`src/rtl/frame_cfg_pkg.sv`:
```
// Shared constants and state type for the column configuration-frame writer.
// FRAME_CHECKSUM_EN adds the CHECK state used by the optional frame checksum.
package frame_cfg_pkg;

  localparam logic [3:0] OpWriteFrame = 4'hA;
  localparam int OpcodeMsb = 31;
  localparam int OpcodeLsb = 28;
  localparam int IdxMsb    = 4;
  localparam int IdxLsb    = 0;
  localparam int IdxWidth  = IdxMsb - IdxLsb + 1;

`ifdef FRAME_CHECKSUM_EN
  typedef enum logic [2:0] {IDLE, LOAD, CHECK, STROBE, HOLD} state_e;
`else
  typedef enum logic [2:0] {IDLE, LOAD, STROBE, HOLD} state_e;
`endif

endpackage

```
`src/rtl/frame_strobe_dec.sv`:
```
// Registered frame-index to one-hot FrameStrobe decoder; all lines low when disabled.
module frame_strobe_dec
  import frame_cfg_pkg::*;
#(
  parameter int MaxFramesPerCol = 20
) (
  input  logic                       clk_i,
  input  logic                       rst_ni,
  input  logic                       en_i,
  input  logic [IdxWidth-1:0]        idx_i,
  output logic [MaxFramesPerCol-1:0] strobe_o
);

  logic [MaxFramesPerCol-1:0] strobe_d, strobe_q;

  always_comb begin
    strobe_d = '0;
    if (en_i) begin
      for (int i = 0; i < MaxFramesPerCol; i++) begin
        strobe_d[i] = (int'(idx_i) == i);
      end
    end
  end

  always_ff @(posedge clk_i or negedge rst_ni) begin
    if (!rst_ni) strobe_q <= '0;
    else         strobe_q <= strobe_d;
  end

  assign strobe_o = strobe_q;

endmodule

```
`src/rtl/frame_write_ctrl.sv`:
```
// Column frame writer: header + NumberOfRows words -> FrameData, then one FrameStrobe pulse.
// Optional FRAME_CHECKSUM_EN: an XOR checksum word follows the rows and gates the strobe.
module frame_write_ctrl
  import frame_cfg_pkg::*;
#(
  parameter int MaxFramesPerCol = 20,
  parameter int FrameBitsPerRow = 32,
  parameter int NumberOfRows    = 16,
  parameter int StrobeWidth     = 1
) (
  input  logic                                    CLK,
  input  logic                                    resetn,
  input  logic [FrameBitsPerRow-1:0]              s_data,
  input  logic                                    s_valid,
  output logic                                    s_ready,
  output logic [NumberOfRows*FrameBitsPerRow-1:0] FrameData,
  output logic [MaxFramesPerCol-1:0]              FrameStrobe,
  output logic                                    busy,
  output logic                                    err_hdr,
  output logic [15:0]                             frames_done,
`ifdef FRAME_CHECKSUM_EN
  output logic                                    err_sum,
`endif
  input  logic                                    err_clr
);

  localparam int RowW = (NumberOfRows > 1) ? $clog2(NumberOfRows) : 1;
  localparam logic [RowW-1:0] LastRow  = RowW'(NumberOfRows - 1);
  localparam logic [3:0]      LastStrb = 4'(StrobeWidth - 1);

  state_e                     state_q, state_d;
  logic [RowW-1:0]            row_q, row_d;
  logic [IdxWidth-1:0]        idx_q, idx_d;
  logic [3:0]                 strb_q, strb_d;
  logic [15:0]                frames_q, frames_d;
  logic                       err_hdr_q, err_hdr_d;
  logic [FrameBitsPerRow-1:0] rows_q [NumberOfRows];
  logic                       row_we, hdr_bad, hdr_ok, accept;
`ifdef FRAME_CHECKSUM_EN
  logic [FrameBitsPerRow-1:0] sum_q, sum_d;
  logic                       err_sum_q, err_sum_d, sum_bad;
`endif

  assign accept = s_valid && s_ready;
  assign hdr_ok = (s_data[OpcodeMsb:OpcodeLsb] == OpWriteFrame) &&
                  (int'(s_data[IdxMsb:IdxLsb]) < MaxFramesPerCol);

`ifdef FRAME_CHECKSUM_EN
  assign s_ready = (state_q == IDLE) || (state_q == LOAD) || (state_q == CHECK);
`else
  assign s_ready = (state_q == IDLE) || (state_q == LOAD);
`endif

  always_comb begin
    state_d  = state_q;
    row_d    = row_q;
    idx_d    = idx_q;
    strb_d   = strb_q;
    frames_d = frames_q;
    row_we   = 1'b0;
    hdr_bad  = 1'b0;
`ifdef FRAME_CHECKSUM_EN
    sum_d    = sum_q;
    sum_bad  = 1'b0;
`endif
    case (state_q)
      IDLE: begin
        if (accept) begin
          if (hdr_ok) begin
            state_d = LOAD;
            row_d   = '0;
            idx_d   = s_data[IdxMsb:IdxLsb];
`ifdef FRAME_CHECKSUM_EN
            sum_d   = '0;
`endif
          end else begin
            hdr_bad = 1'b1;
          end
        end
      end
      LOAD: begin
        if (accept) begin
          row_we = 1'b1;
          row_d  = row_q + 1'b1;
          strb_d = '0;
`ifdef FRAME_CHECKSUM_EN
          sum_d  = sum_q ^ s_data;
          if (row_q == LastRow) state_d = CHECK;
`else
          if (row_q == LastRow) state_d = STROBE;
`endif
        end
      end
`ifdef FRAME_CHECKSUM_EN
      CHECK: begin
        if (accept) begin
          if (s_data == sum_q) begin
            state_d = STROBE;
          end else begin
            sum_bad = 1'b1;
            state_d = HOLD;
          end
        end
      end
`endif
      STROBE: begin
        if (strb_q == LastStrb) begin
          state_d  = HOLD;
          frames_d = frames_q + 16'd1;
        end else begin
          strb_d = strb_q + 4'd1;
        end
      end
      HOLD:    state_d = IDLE;
      default: state_d = IDLE;
    endcase
    // Clearing wins over a new error arriving in the same cycle.
    err_hdr_d = err_clr ? 1'b0 : (err_hdr_q | hdr_bad);
`ifdef FRAME_CHECKSUM_EN
    err_sum_d = err_clr ? 1'b0 : (err_sum_q | sum_bad);
`endif
  end

  always_ff @(posedge CLK or negedge resetn) begin
    if (!resetn) begin
      state_q   <= IDLE;
      row_q     <= '0;
      idx_q     <= '0;
      strb_q    <= '0;
      frames_q  <= '0;
      err_hdr_q <= 1'b0;
    end else begin
      state_q   <= state_d;
      row_q     <= row_d;
      idx_q     <= idx_d;
      strb_q    <= strb_d;
      frames_q  <= frames_d;
      err_hdr_q <= err_hdr_d;
    end
  end

`ifdef FRAME_CHECKSUM_EN
  always_ff @(posedge CLK or negedge resetn) begin
    if (!resetn) begin
      sum_q     <= '0;
      err_sum_q <= 1'b0;
    end else begin
      sum_q     <= sum_d;
      err_sum_q <= err_sum_d;
    end
  end
  assign err_sum = err_sum_q;
`endif

  always_ff @(posedge CLK or negedge resetn) begin
    if (!resetn) begin
      for (int r = 0; r < NumberOfRows; r++) rows_q[r] <= '0;
    end else if (row_we) begin
      rows_q[row_q] <= s_data;
    end
  end

  for (genvar r = 0; r < NumberOfRows; r++) begin : g_rows
    assign FrameData[r*FrameBitsPerRow +: FrameBitsPerRow] = rows_q[r];
  end

  // Enabled from next state so the strobe rises together with the STROBE state.
  frame_strobe_dec #(
    .MaxFramesPerCol(MaxFramesPerCol)
  ) u_dec (
    .clk_i   (CLK),
    .rst_ni  (resetn),
    .en_i    (state_d == STROBE),
    .idx_i   (idx_q),
    .strobe_o(FrameStrobe)
  );

  assign busy        = (state_q != IDLE);
  assign err_hdr     = err_hdr_q;
  assign frames_done = frames_q;

endmodule
```
`config.mk`:
```
export PLATFORM = sky130hd
export DESIGN_NAME = frame_write_ctrl
export DESIGN_NICKNAME = d
export VERILOG_FILES = /design/src/rtl/frame_cfg_pkg.sv /design/src/rtl/frame_strobe_dec.sv /design/src/rtl/frame_write_ctrl.sv
export SDC_FILE = /design/constraint.sdc
export NUM_CORES = 1
export LEC_CHECK = 0
export ABC_CLOCK_PERIOD_IN_PS = 2300
export CAP_MARGIN = 15
export CELL_PAD_IN_SITES_DETAIL_PLACEMENT = 0
export CELL_PAD_IN_SITES_GLOBAL_PLACEMENT = 1
export CORE_AREA = 2 2 230 232
export DETAILED_ROUTE_END_ITERATION = 12
export DIE_AREA = 0 0 232 234
export DONT_BUFFER_PORTS = 1
export PLACE_DENSITY = 0.68
export SETUP_SLACK_MARGIN = 0.4
export SKIP_CTS_REPAIR_TIMING = 1
export SLEW_MARGIN = 20
export SYNTH_ARGS = -nofsm -noshare
export SYNTH_HDL_FRONTEND = slang
export SYNTH_SLANG_ARGS = --single-unit
```
`constraint.sdc`:
```
create_clock -name CLK -period 2.3 [get_ports CLK]
set_input_delay 0.345 -clock CLK [delete_from_list [all_inputs] [get_ports CLK]]
set_output_delay 0.345 -clock CLK [all_outputs]
set_load 0.01 [all_outputs]
```
### After elaboration in Yosys (flattened, before gate mapping)

Cells that the tools add are included.

| word-level totals | value |
|---|---|
| register bits after elaboration | 565 |
| logic and storage cells | 96 |
| input bits | 36 |
| output and inout bits | 551 |

| cells by class | value |
|---|---|
| multiplexer cells | 23 |
| eq/ne operators | 28 |
| bitwise gates (word level) | 2 |
| add/sub/neg operators | 3 |
| reductions and logical operators | 14 |
| $lt $le $gt $ge | 3 |

Operators by type and width:

| kind | number |
|---|---|
| bitwise mux 512 bit | 1 |
| demux 32 bit (select 4 bit) | 1 |
| == test 5 bit, second input constant | 12 |
| two-way mux 32 bit | 1 |
| == test 5 x 4 -> 1 bit, second input constant | 4 |
| two-way mux 20 bit | 1 |
| two-way mux 4 bit | 5 |
| adder 16 x 1 -> 16 bit, second input constant | 1 |
| case mux 4 bit (2 select lines) | 2 |
| two-way mux 3 bit | 5 |
| == test 5 x 3 -> 1 bit, second input constant | 2 |
| case mux 3 bit (3 select lines) | 1 |
| adder 4 x 1 -> 4 bit, second input constant | 2 |
| == test 4 bit, second input constant | 2 |
| != test 2 bit, second input constant | 4 |
| == test 3 x 2 -> 1 bit, second input constant | 2 |
| two-way mux 1 bit | 6 |
| AND reduction 3 bit | 2 |
| == test 5 x 2 -> 1 bit, second input constant | 1 |
| >= comparator 5 bit, second input constant | 1 |
| zero test 5 bit | 1 |
| less-than comparator 5 x 1 -> 1 bit, second input constant | 1 |
| less-than comparator 5 bit, second input constant | 1 |
| NOT 4 -> 5 bit | 1 |
| other kinds (10) | 13 |

### Logic depth before layout (Yosys ltp)

Gate-level depths: netlist of run 1.

| depth | value |
|---|---|
| depth after elaboration | 7 |
| mapped depth | 8 |
| mapped depth without buffers | 6 |

### Cells and area by module

Synthesis of run 1 repeated with hierarchy kept, for this count alone.

| unflattened totals | value |
|---|---|
| cells, all modules | 1,326 |
| area, all modules | 21,430.6 um^2 |

By module, submodules not included:

| module | area each (um^2) | instances | cells an instance |
|---|---|---|---|
| frame_write_ctrl | 20,759.9 | 1 | 1,277 |
| frame_strobe_dec | 670.6 | 1 | 49 |

### Worst setup path before layout of run 1

Ideal clock, no wire load.

| timing path | value |
|---|---|
| path type | register -> register |
| from | register strb_q[0] |
| to | register u_dec.strobe_q[6], in the netlist u_dec.strobe_o[6] |
| arrival time | 1,691 ps |
| stages on the path, launching flop included | 9 |
| library setup time | 101 ps |
| data required time | 2,199 ps |
| slack | 508 ps |
| period minus slack after synthesis | 1,792 ps |
| cell sequence | dfrtp_1 > inv_1 > ha_1 > nor3b_1 > and2_1 > clkbuf_1 > a211o_1 > buf_2 > nor4_1 |

| between the ends | value |
|---|---|
| cells in the longest elaborated chain, start to end | 5 |

RTL lines:

| element | RTL line | RTL |
|---|---|---|
| start: declaration | frame_write_ctrl.sv:34 | `logic [3:0] strb_q, strb_d;` |
| start signal: assignment | frame_write_ctrl.sv:136 | `strb_q <= strb_d;` |
| zero test 4 bit | frame_write_ctrl.sv:107 | `if (strb_q == LastStrb) begin` |
| two-way mux 3 bit | frame_write_ctrl.sv:107 |  |
| case mux 3 bit (3 select lines) | frame_write_ctrl.sv:66 | `case (state_q)` |
| via state_d[0] | frame_write_ctrl.sv:31 | `state_e state_q, state_d;` |
| == test 3 x 2 -> 1 bit | frame_write_ctrl.sv:173 | `.en_i (state_d == STROBE),` |
| two-way mux 20 bit | frame_strobe_dec.sv:18 | `if (en_i) begin` |
| via u_dec.strobe_d[6] | frame_strobe_dec.sv:14 | `logic [MaxFramesPerCol-1:0] strobe_d, strobe_q;` |
| end signal: assignment | frame_strobe_dec.sv:27 | `else strobe_q <= strobe_d;` |
| end: declaration | frame_strobe_dec.sv:14 |  |

The timed path passes the listed nets, and every way through them passes these cells.
A chain may end at the register's enable or synchronous reset.

### Final worst setup path of run 1

| timing path | value |
|---|---|
| from | register frames_q[0], in the netlist frames_done[0] |
| to | register frames_q[10], in the netlist frames_done[10] |

| between the ends | value |
|---|---|
| cells in the longest elaborated chain, start to end | 1 |

RTL lines:

| element | RTL line | RTL |
|---|---|---|
| start: declaration | frame_write_ctrl.sv:35 | `logic [15:0] frames_q, frames_d;` |
| start signal: assignment | frame_write_ctrl.sv:137 | `frames_q <= frames_d;` |
| adder 16 x 1 -> 16 bit | frame_write_ctrl.sv:109 | `frames_d = frames_q + 16'd1;` |

No other way between the ends.

==> impl_metrics.ini, run 1 <==
[floorplanning]
die_x_um = 232
die_y_um = 234
die_area_um2 = 54300
ioPinCount = 587
design.core.area_um2 = 52000
rows = 84
initial_core_util_pct = 41.3

[sta]
whs_ns = -0.557
finalSetupTns_ns = 0
drv_slew = 390
slew_headroom_pct = -87.3
finalCriticalPeriod_ns = 1.95
rsz0062_at_grt = true
worst_slew_pin_slew_ns = 2.81
setup_viol_count_final = 0
period_share_pct = 85.0
fmax_ghz = 0.512
finalHoldViolCount = 367
finClkSkew_ns = 0.0151

[logic_synthesis]
synth_ff_type = dfrtp_1
yosysSeqAreaShare_pct = 65.8
async_reset_ff_share_pct = 100
synth_edf_count = 0
synth_top_family_by_area = multiplexers
synth_compound_area_share_pct = 0.378
syn_area_um2 = 21500
syn_nets = 1373
ys_seq_elements = 565
synthCells = 1330
synth_adder_area_share_pct = 0.407
syn_area_per_cell_um2 = 16.2
synthMuxAreaShare_pct = 27.2
synth-xor-area-share_pct = 0.733
synth_warnings = 0
ys_types = 47
yosys.area_share.simple_pct = 3.47

[global_routing]
grt_use_total_pct = 20.8
grt_max_degree = 566
antenna_found_initial = 4
grt_pass1_wl_um = 83400
grt-ovfl-total = 0
grt_pass1_vias = 11800

[place]
placed_cells_incl_taps = 1965
gp_routability_congestion = 0.764
portBuffers = 0
dp_hpwl_um = 39000

[finish]
area_delta_synth_final_pct = 17.4
final_cells = 2124
nets = 1431
drive_gt1_share_pct = 46.6

[detailed_routing]
routed-via-count = 11600
drc = 0
drt-pass1-iter-count = 4
routed_wl_um = 60700
post_drt_via_cell_ratio = 5.44
dr.first_iter.drc_count = 524
antenna_left = 0
post_drt_wl_per_cell_um = 28.6

[pwr]
switching_share_pct = 21.8
sequentialPowerShare_pct = 50.7
combinationalPowerShare_pct = 2.6
power.leakage_nw = 13.0
power.internal_mw = 15.8
p_per_area_nw_per_um2 = 804
power_mw = 20.3
p_sw_mw = 4.43
ir_worst_vdd_uv = 553
power_frac_clock_pct = 46.7

[outcome]
status = finished, violations left
violations = hold timing, slew limit

[clock_network]
insertion_delay_ns = 0.60
htreeDepth = 2
cts.sinks = 565
cts_inserted_buffers = 56
path_clk_slew_ns = 0.07
cts_tree = done
root_buffer = clkbuf_16
cts_buffer_depth = 3

[worst_setup_path]
ff2ff_path_depth = 5
start_kind = flop
r2r-end = frames_done[10]
critPathRequiredTime_ns = 2.78
cp_max_fo = 4
end_kind = flop
crit_type = reg2reg
worstPathArrival_ns = 2.43
r2r_slack_ns = 0.35
worstReg2RegStart = frames_done[0]

[min_path]
hold_class = in2async

[job]
cap_violations = 0
kinds of logic after synthesis:
kind of cell | count (synthesis)
flops | 565
mux | 519
simple gates | 114
buf+inv | 96
xor+xnor | 18
compound gates | 10
fa+ha+maj | 7
other cells | 1
worst max-delay path: stages (launching register included):
cell	delay (ns)
dfrtp_2	0.46
ha_4	0.15
or4bb_4	0.54
nor4_4	0.36
nand4_1	0.16
xnor2_1	0.17
layer usage:
layer	wire length (um)	share of wire (%)	GRT usage [%]	vias to the layer above
li1	-	-	-	4810
met2	29600	49	34.0	432
met3	5940	9.8	8.69	116
met5	0	0	0	-
met1	23000	38	24.6	6192
met4	2200	3.6	7.57	0
sequential cells by signal, summed over array words and instances, names as in the netlist:
| signal | cells |
|---|---|
| err_hdr | 1 |
| frames_done | 16 |
| strb_q | 4 |
| FrameData | 512 |
| row_q | 4 |
| u_dec.strobe_o | 20 |
| state_q | 3 |
| idx_q | 5 |
power by group through the flow:
stage                     clock network, mW  logic (mW)  registers [mW]
after detailed placement                  0       0.279            10.5
after CTS                              9.69       0.281            10.3
after floorplan                           0       0.288            10.4
final                                  9.47       0.525            10.3
after global placement                    0       0.270            10.5
after global routing                   10.1       0.575            10.3
synth_stat cells, types with 5 or more instances:
cell type	count	area share (%)
dfrtp_1	565	66
mux2_2	458	24
mux2_1	61	3.2
buf_2	52	1.2
clkbuf_1	34	0.59
nand2_1	21	0.37
nor2_1	18	0.31
nand3_1	13	0.30
xor2_1	10	0.41
nor4_1	9	0.26
nand3_2	8	0.37
xnor2_1	8	0.33
ha_1	7	0.41
inv_1	7	0.12
nand4_1	6	0.17
nor2b_1	5	0.15
area by class of cell:
class	count	area [um2]
inverters	7	26.3
well taps	688	861
repair buffers	88	1090
flip-flops and latches	565	14100
diodes	3	7.51
clock buffers	77	1650
multi-input cells	670	7170
fillers	4473	26800
clock inverters	26	277
worst max-delay path by stage:
stage	start	endpoint	cells after the start
finish	frames_done[0]	frames_done[10]	5
global route	row_q[3]	u_dec.strobe_o[12]	4
CTS	strb_q[0]	u_dec.strobe_o[3]	6
detailed placement	strb_q[0]	u_dec.strobe_o[3]	6
global placement	state_q[2]	u_dec.strobe_o[14]	5
floorplan	strb_q[0]	u_dec.strobe_o[6]	8
through the flow:
step | utilization, % | setup WS [ns] | cell area (um2)
final | 48.5 | 0.346 | 25200
after global routing | 48.5 | 0.238 | 25200
after CTS | 46.6 | 0.207 | 24200
after detailed placement | 42.9 | 0.232 | 22300
after global placement | 42.9 | 0.318 | 22300
after floorplan | - | 0.508 | 21500
placed cells by master, fill, tap and decap left out, types with 3 or more instances in the layout:
cell / instances
buf_12: 13
buf_4: 23
buf_6: 7
buf_8: 4
bufinv_16: 5
clkbuf_1: 5
clkbuf_16: 64
clkbuf_8: 15
clkinv_2: 14
clkinvlp_4: 4
dfrtp_1: 559
dfrtp_2: 6
diode_2: 3
dlygate4sd3_1: 34
ha_1: 5
inv_1: 7
mux2_1: 57
mux2_2: 458
mux2_4: 4
nand2_1: 21
nand3_1: 9
nand3_2: 10
nand4_1: 6
nor2_1: 16
nor2b_1: 4
nor3_2: 3
nor4_2: 5
nor4_4: 4
o21ai_0: 3
xnor2_1: 8
xor2_1: 10
(Power assumes the default switching activity.)
==> run 2, diff against run 1 <==
Settings changed: ABC_CLOCK_PERIOD_IN_PS 2300 to 1910.
Clock period 2.3 ns to 1.91 ns, I/O delays scaled along.
==> impl_metrics.ini, run 2 (same netlist as run 1, synthesis figures left out) <==
[sta]
finClkSkew_ns = 0.0218
fmax_ghz = 0.531
finalCriticalPeriod_ns = 1.88
finalSetupTns_ns = 0
worst_slew_pin_slew_ns = 2.79
setup_viol_count_final = 0
finalHoldViolCount = 462
period_share_pct = 98.6
rsz0062_at_grt = true
whs_ns = -0.621
slew_headroom_pct = -85.7
drv_slew = 389

[pwr]
ir_worst_vdd_uv = 665
power.leakage_nw = 13.7
power_mw = 24.9
p_per_area_nw_per_um2 = 939

[detailed_routing]
dr.first_iter.drc_count = 636
post_drt_wl_per_cell_um = 30.0
drt-pass1-iter-count = 4
antenna_left = 0
post_drt_via_cell_ratio = 5.37
routed_wl_um = 64800
drc = 0
routed-via-count = 11600

[global_routing]
grt-ovfl-total = 0
grt_use_total_pct = 21.8
grt_pass1_vias = 12000
grt_pass1_wl_um = 86700
grt_max_degree = 566
antenna_found_initial = 9

[finish]
finish.utilization_pct = 51.0
drive_gt1_share_pct = 51.0
area_delta_synth_final_pct = 23.5
finish.instance_area_um2 = 26500
nets = 1463
final_cells = 2163
layout_common_cells = 560 x dfrtp_1, 367 x mux2_2, 137 x mux2_4
mostFrequentLayoutCell = dfrtp_1
largest_reg_flops = 512

[floorplanning]
ioPinCount = 587
die_x_um = 232
rows = 84
initial_core_util_pct = 41.3
die_y_um = 234
design.core.area_um2 = 52000
die_area_um2 = 54300

[outcome]
status = finished, violations left
violations = hold timing, slew limit

[worst_setup_path]
r2r_slack_ns = 0.03
max_stage_delay_ns = 0.47
critPathRequiredTime_ns = 2.39
worstPathArrival_ns = 2.37
crit_family = buffers and inverters
crit_type = reg2reg
end_kind = flop
critPathBufInv = 3
cp_max_fo = 6
path_cells = and4bb_4 > buf_12 > nand4_1 > buf_6 > clkbuf_16 > mux2_2
cp_slowest_cell = dfrtp_2
start_kind = flop

[place]
gp_routability_congestion = 0.773
dp_hpwl_um = 40800
post_dp_cell_area_um2 = 23100
placed_cells_incl_taps = 1977
portBuffers = 0

[clock_network]
root_buffer = clkbuf_16
htreeDepth = 2
cts_inserted_buffers = 60
insertion_delay_ns = 0.62
cts.sinks = 565
cts_buffer_depth = 3
path_clk_slew_ns = 0.06
cts_tree = done

[job]
cap_violations = 0

[min_path]
hold_class = in2async
-- run 2: changes by cell type in the layout (fill, tap and decap cells not counted), sizes merged --
cell / before / now
buf: 47 / 72
diode: 3 / 5
a2111o: 2 / 1
clkbuf: 84 / 99
clkinv: 15 / 12
inv: 9 / 10
bufinv: 5 / 4
clkinvlp: 4 / 5
-- run 2: power breakdown --
part           total, mW  internal [mW]  switching, mW
Clock               11.8           6.97           4.82
Sequential          12.4           12.1          0.245
Combinational      0.752          0.306          0.446
-- run 2: layout make-up --
cell class / instances / area (um2)
timing repair buffer: 117 / 1670
multi-input combinational: 669 / 7790
tap: 688 / 861
clock inverter: 24 / 259
inverter: 7 / 28.8
clock buffer: 88 / 1770
sequential: 565 / 14100
antenna: 5 / 12.5
fill: 4324 / 25500
-- run 2: metal layers --
layer	GRT usage (%)	share of wire (%)	vias to the layer above
li1	-	-	4866
met1	25.4	38	6244
met2	36.8	50	427
met3	9.51	10	81
met4	5.51	1.9	6
met5	0	0.051	-
-- run 2: per-stage QoR --
| step | setup WS (ns) | hold WS [ns] |
|---|---|---|
| after global routing | -0.0330 | -0.639 |
| after detailed placement | -0.0933 | 0.00300 |
| after global placement | -0.0683 | 0.00456 |
| final | 0.0260 | -0.621 |
| after floorplan | 0.177 | -0.00909 |
| after CTS | -0.108 | -0.647 |
-- run 2: worst paths after layout --
kind / start / to / cells past startpoint
max: state_q[0] / FrameData[449] / 6
min: resetn / u_dec.strobe_o[14] / 0
max reg2reg: state_q[0] / FrameData[449] / 6
min reg2reg: frames_done[15] / frames_done[15] / 1
max in group asynchronous: resetn / row_q[2] / 0
min in group CLK: s_data[28] / err_hdr / 4
==> run 3, diff against run 2 <==
--- a/config.mk
+++ b/config.mk
@@ -10,9 +10,9 @@
 export CELL_PAD_IN_SITES_DETAIL_PLACEMENT = 0
 export CELL_PAD_IN_SITES_GLOBAL_PLACEMENT = 1
-export CORE_AREA = 2 2 230 232
+export CORE_MARGIN = 1
+export CORE_UTILIZATION = 39
 export DETAILED_ROUTE_END_ITERATION = 12
-export DIE_AREA = 0 0 232 234
 export DONT_BUFFER_PORTS = 1
-export PLACE_DENSITY = 0.68
+export PLACE_DENSITY = 0.65
 export SETUP_SLACK_MARGIN = 0.4
 export SKIP_CTS_REPAIR_TIMING = 1
==> constraint.sdc (replaced) <==
create_clock -name CLK -period 1.91 [get_ports CLK]
set_input_delay 0.2865 -clock CLK [delete_from_list [all_inputs] [get_ports CLK]]
set_output_delay 0.2865 -clock CLK [all_outputs]
set_load 0.005 [all_outputs]
==> impl_metrics.ini, run 3 (same netlist as run 1, synthesis figures left out) <==
[clock_network]
htreeDepth = 2
insertion_delay_ns = 0.63
cts_buffer_depth = 3
cts_tree = done
root_buffer = clkbuf_16
path_clk_slew_ns = 0.06
cts_inserted_buffers = 58
cts.sinks = 565

[detailed_routing]
post_drt_wl_per_cell_um = 29.8
post_drt_via_cell_ratio = 5.40
maxUsedRoutingLayer = met4
antenna_left = 0
drc = 0
routed-via-count = 11800
met2WireLength_um = 32500
dr.first_iter.drc_count = 541
drt-pass1-iter-count = 6
routed_wl_um = 64900
drt-met1-wl_um = 25100
met3_length_um = 5770

[finish]
drive_gt1_share_pct = 52.1
finish.utilization_pct = 48.8
area_delta_synth_final_pct = 22.8
mostFrequentLayoutCell = dfrtp_1
nets = 1475
layout_common_cells = 561 x dfrtp_1, 429 x mux2_2, 90 x mux2_4
largest_reg_flops = 512

[place]
place_ws_ns = -0.00153
portBuffers = 0
dp_hpwl_um = 41100
gp_routability_congestion = 0.775

[sta]
finalHoldViolCount = 565
worst_slew_pin_slew_ns = 1.30
fmax_ghz = 0.527
finalSetupTns_ns = 0
worst_slack_ns = 0.0117
period_share_pct = 99.4
slew_headroom_pct = 13.2
setup_viol_count_final = 0
rsz0062_at_grt = true
finalCriticalPeriod_ns = 1.90
finClkSkew_ns = 0.0275
whs_ns = -0.619
drv_slew = 0

[global_routing]
grt-ovfl-total = 0
grt_pass1_vias = 12100
grt_pass1_wl_um = 89400
grt_use_total_pct = 21.8
grt_max_degree = 566
antenna_found_initial = 2

[worst_setup_path]
cp_max_fo = 7
ff2ff_path_depth = 6
r2r_slack_ns = 0.01
end_kind = flop
crit_type = reg2reg
start_kind = flop
critPathRequiredTime_ns = 2.40
worstPathArrival_ns = 2.39

[floorplanning]
rows = 85
initial_core_util_pct = 39.7
die_y_um = 237
ioPinCount = 587
die_x_um = 237
design.core.area_um2 = 54100
die_area_um2 = 56100

[job]
cap_violations = 0

[pwr]
power.leakage_nw = 13.6
ir_worst_vdd_uv = 629
p_per_area_nw_per_um2 = 946

[min_path]
hold_class = in2async

[outcome]
status = finished, violations left
violations = hold timing
[run 3: changes by cell type in the layout (fill, tap and decap cells not counted), moves of 4 or more]
| cell | change |
|---|---|
| clkbuf_16 | -8 |
| buf_6 | +7 |
| nor4_1 | +4 |
| mux2_4 | -47 |
| diode_2 | -4 |
| nor4_2 | -6 |
| buf_4 | +12 |
| mux2_1 | -15 |
| mux2_2 | +62 |
[run 3: path summary, 6_finish.rpt]
path | start | to
worst max-delay path | state_q[1] | FrameData[256]
worst min-delay path | resetn | frames_done[11]
worst max register to register | state_q[1] | FrameData[256]
worst min register to register | frames_done[13] | frames_done[13]
max in group asynchronous | resetn | FrameData[236]
min in group CLK | s_data[28] | err_hdr
[run 3: cell type report]
type / count / area (um2)
diodes: 1 / 2.50
fillers: 4587 / 27700
repair buffers: 130 / 1710
well taps: 696 / 871
multi-input cells: 670 / 7640
flip-flops and latches: 565 / 14100
clock buffers: 83 / 1680
clock inverters: 24 / 334
inverters: 7 / 26.3
[run 3: stage by stage]
step	hold slack (ns)	instance area (um2)	cells	power, mW
after floorplan	-0.00909	22400	1330	12.9
after global placement	0.00244	23200	1993	13.0
after detailed placement	0.00339	23200	1993	13.0
after CTS	-0.658	25200	2100	24.9
after global routing	-0.661	26400	2176	25.8
final	-0.619	26400	2176	25.0
[run 3: critical path, cell delays in order, from the launching register on]
cell and delay [ns]:
dfrtp_1 0.40, and4bb_4 0.43, buf_12 0.15, buf_12 0.11, nand3_4 0.17, clkbuf_16 0.24
mux2_2 0.27
[run 3: report_power, final]
part / internal [mW] / total, mW / switching, mW / leakage, nW
sequential: 12.1 / 12.4 / 0.216 / 7.86
clock: 7.05 / 11.8 / 4.80 / 0.986
combinational: 0.328 / 0.778 / 0.451 / 4.71
[run 3: layer usage]
metal	GRT usage, %	up-vias
li1	-	4906
met1	26.0	6334
met2	36.1	419
met3	8.78	93
met4	6.30	0
met5	0	-
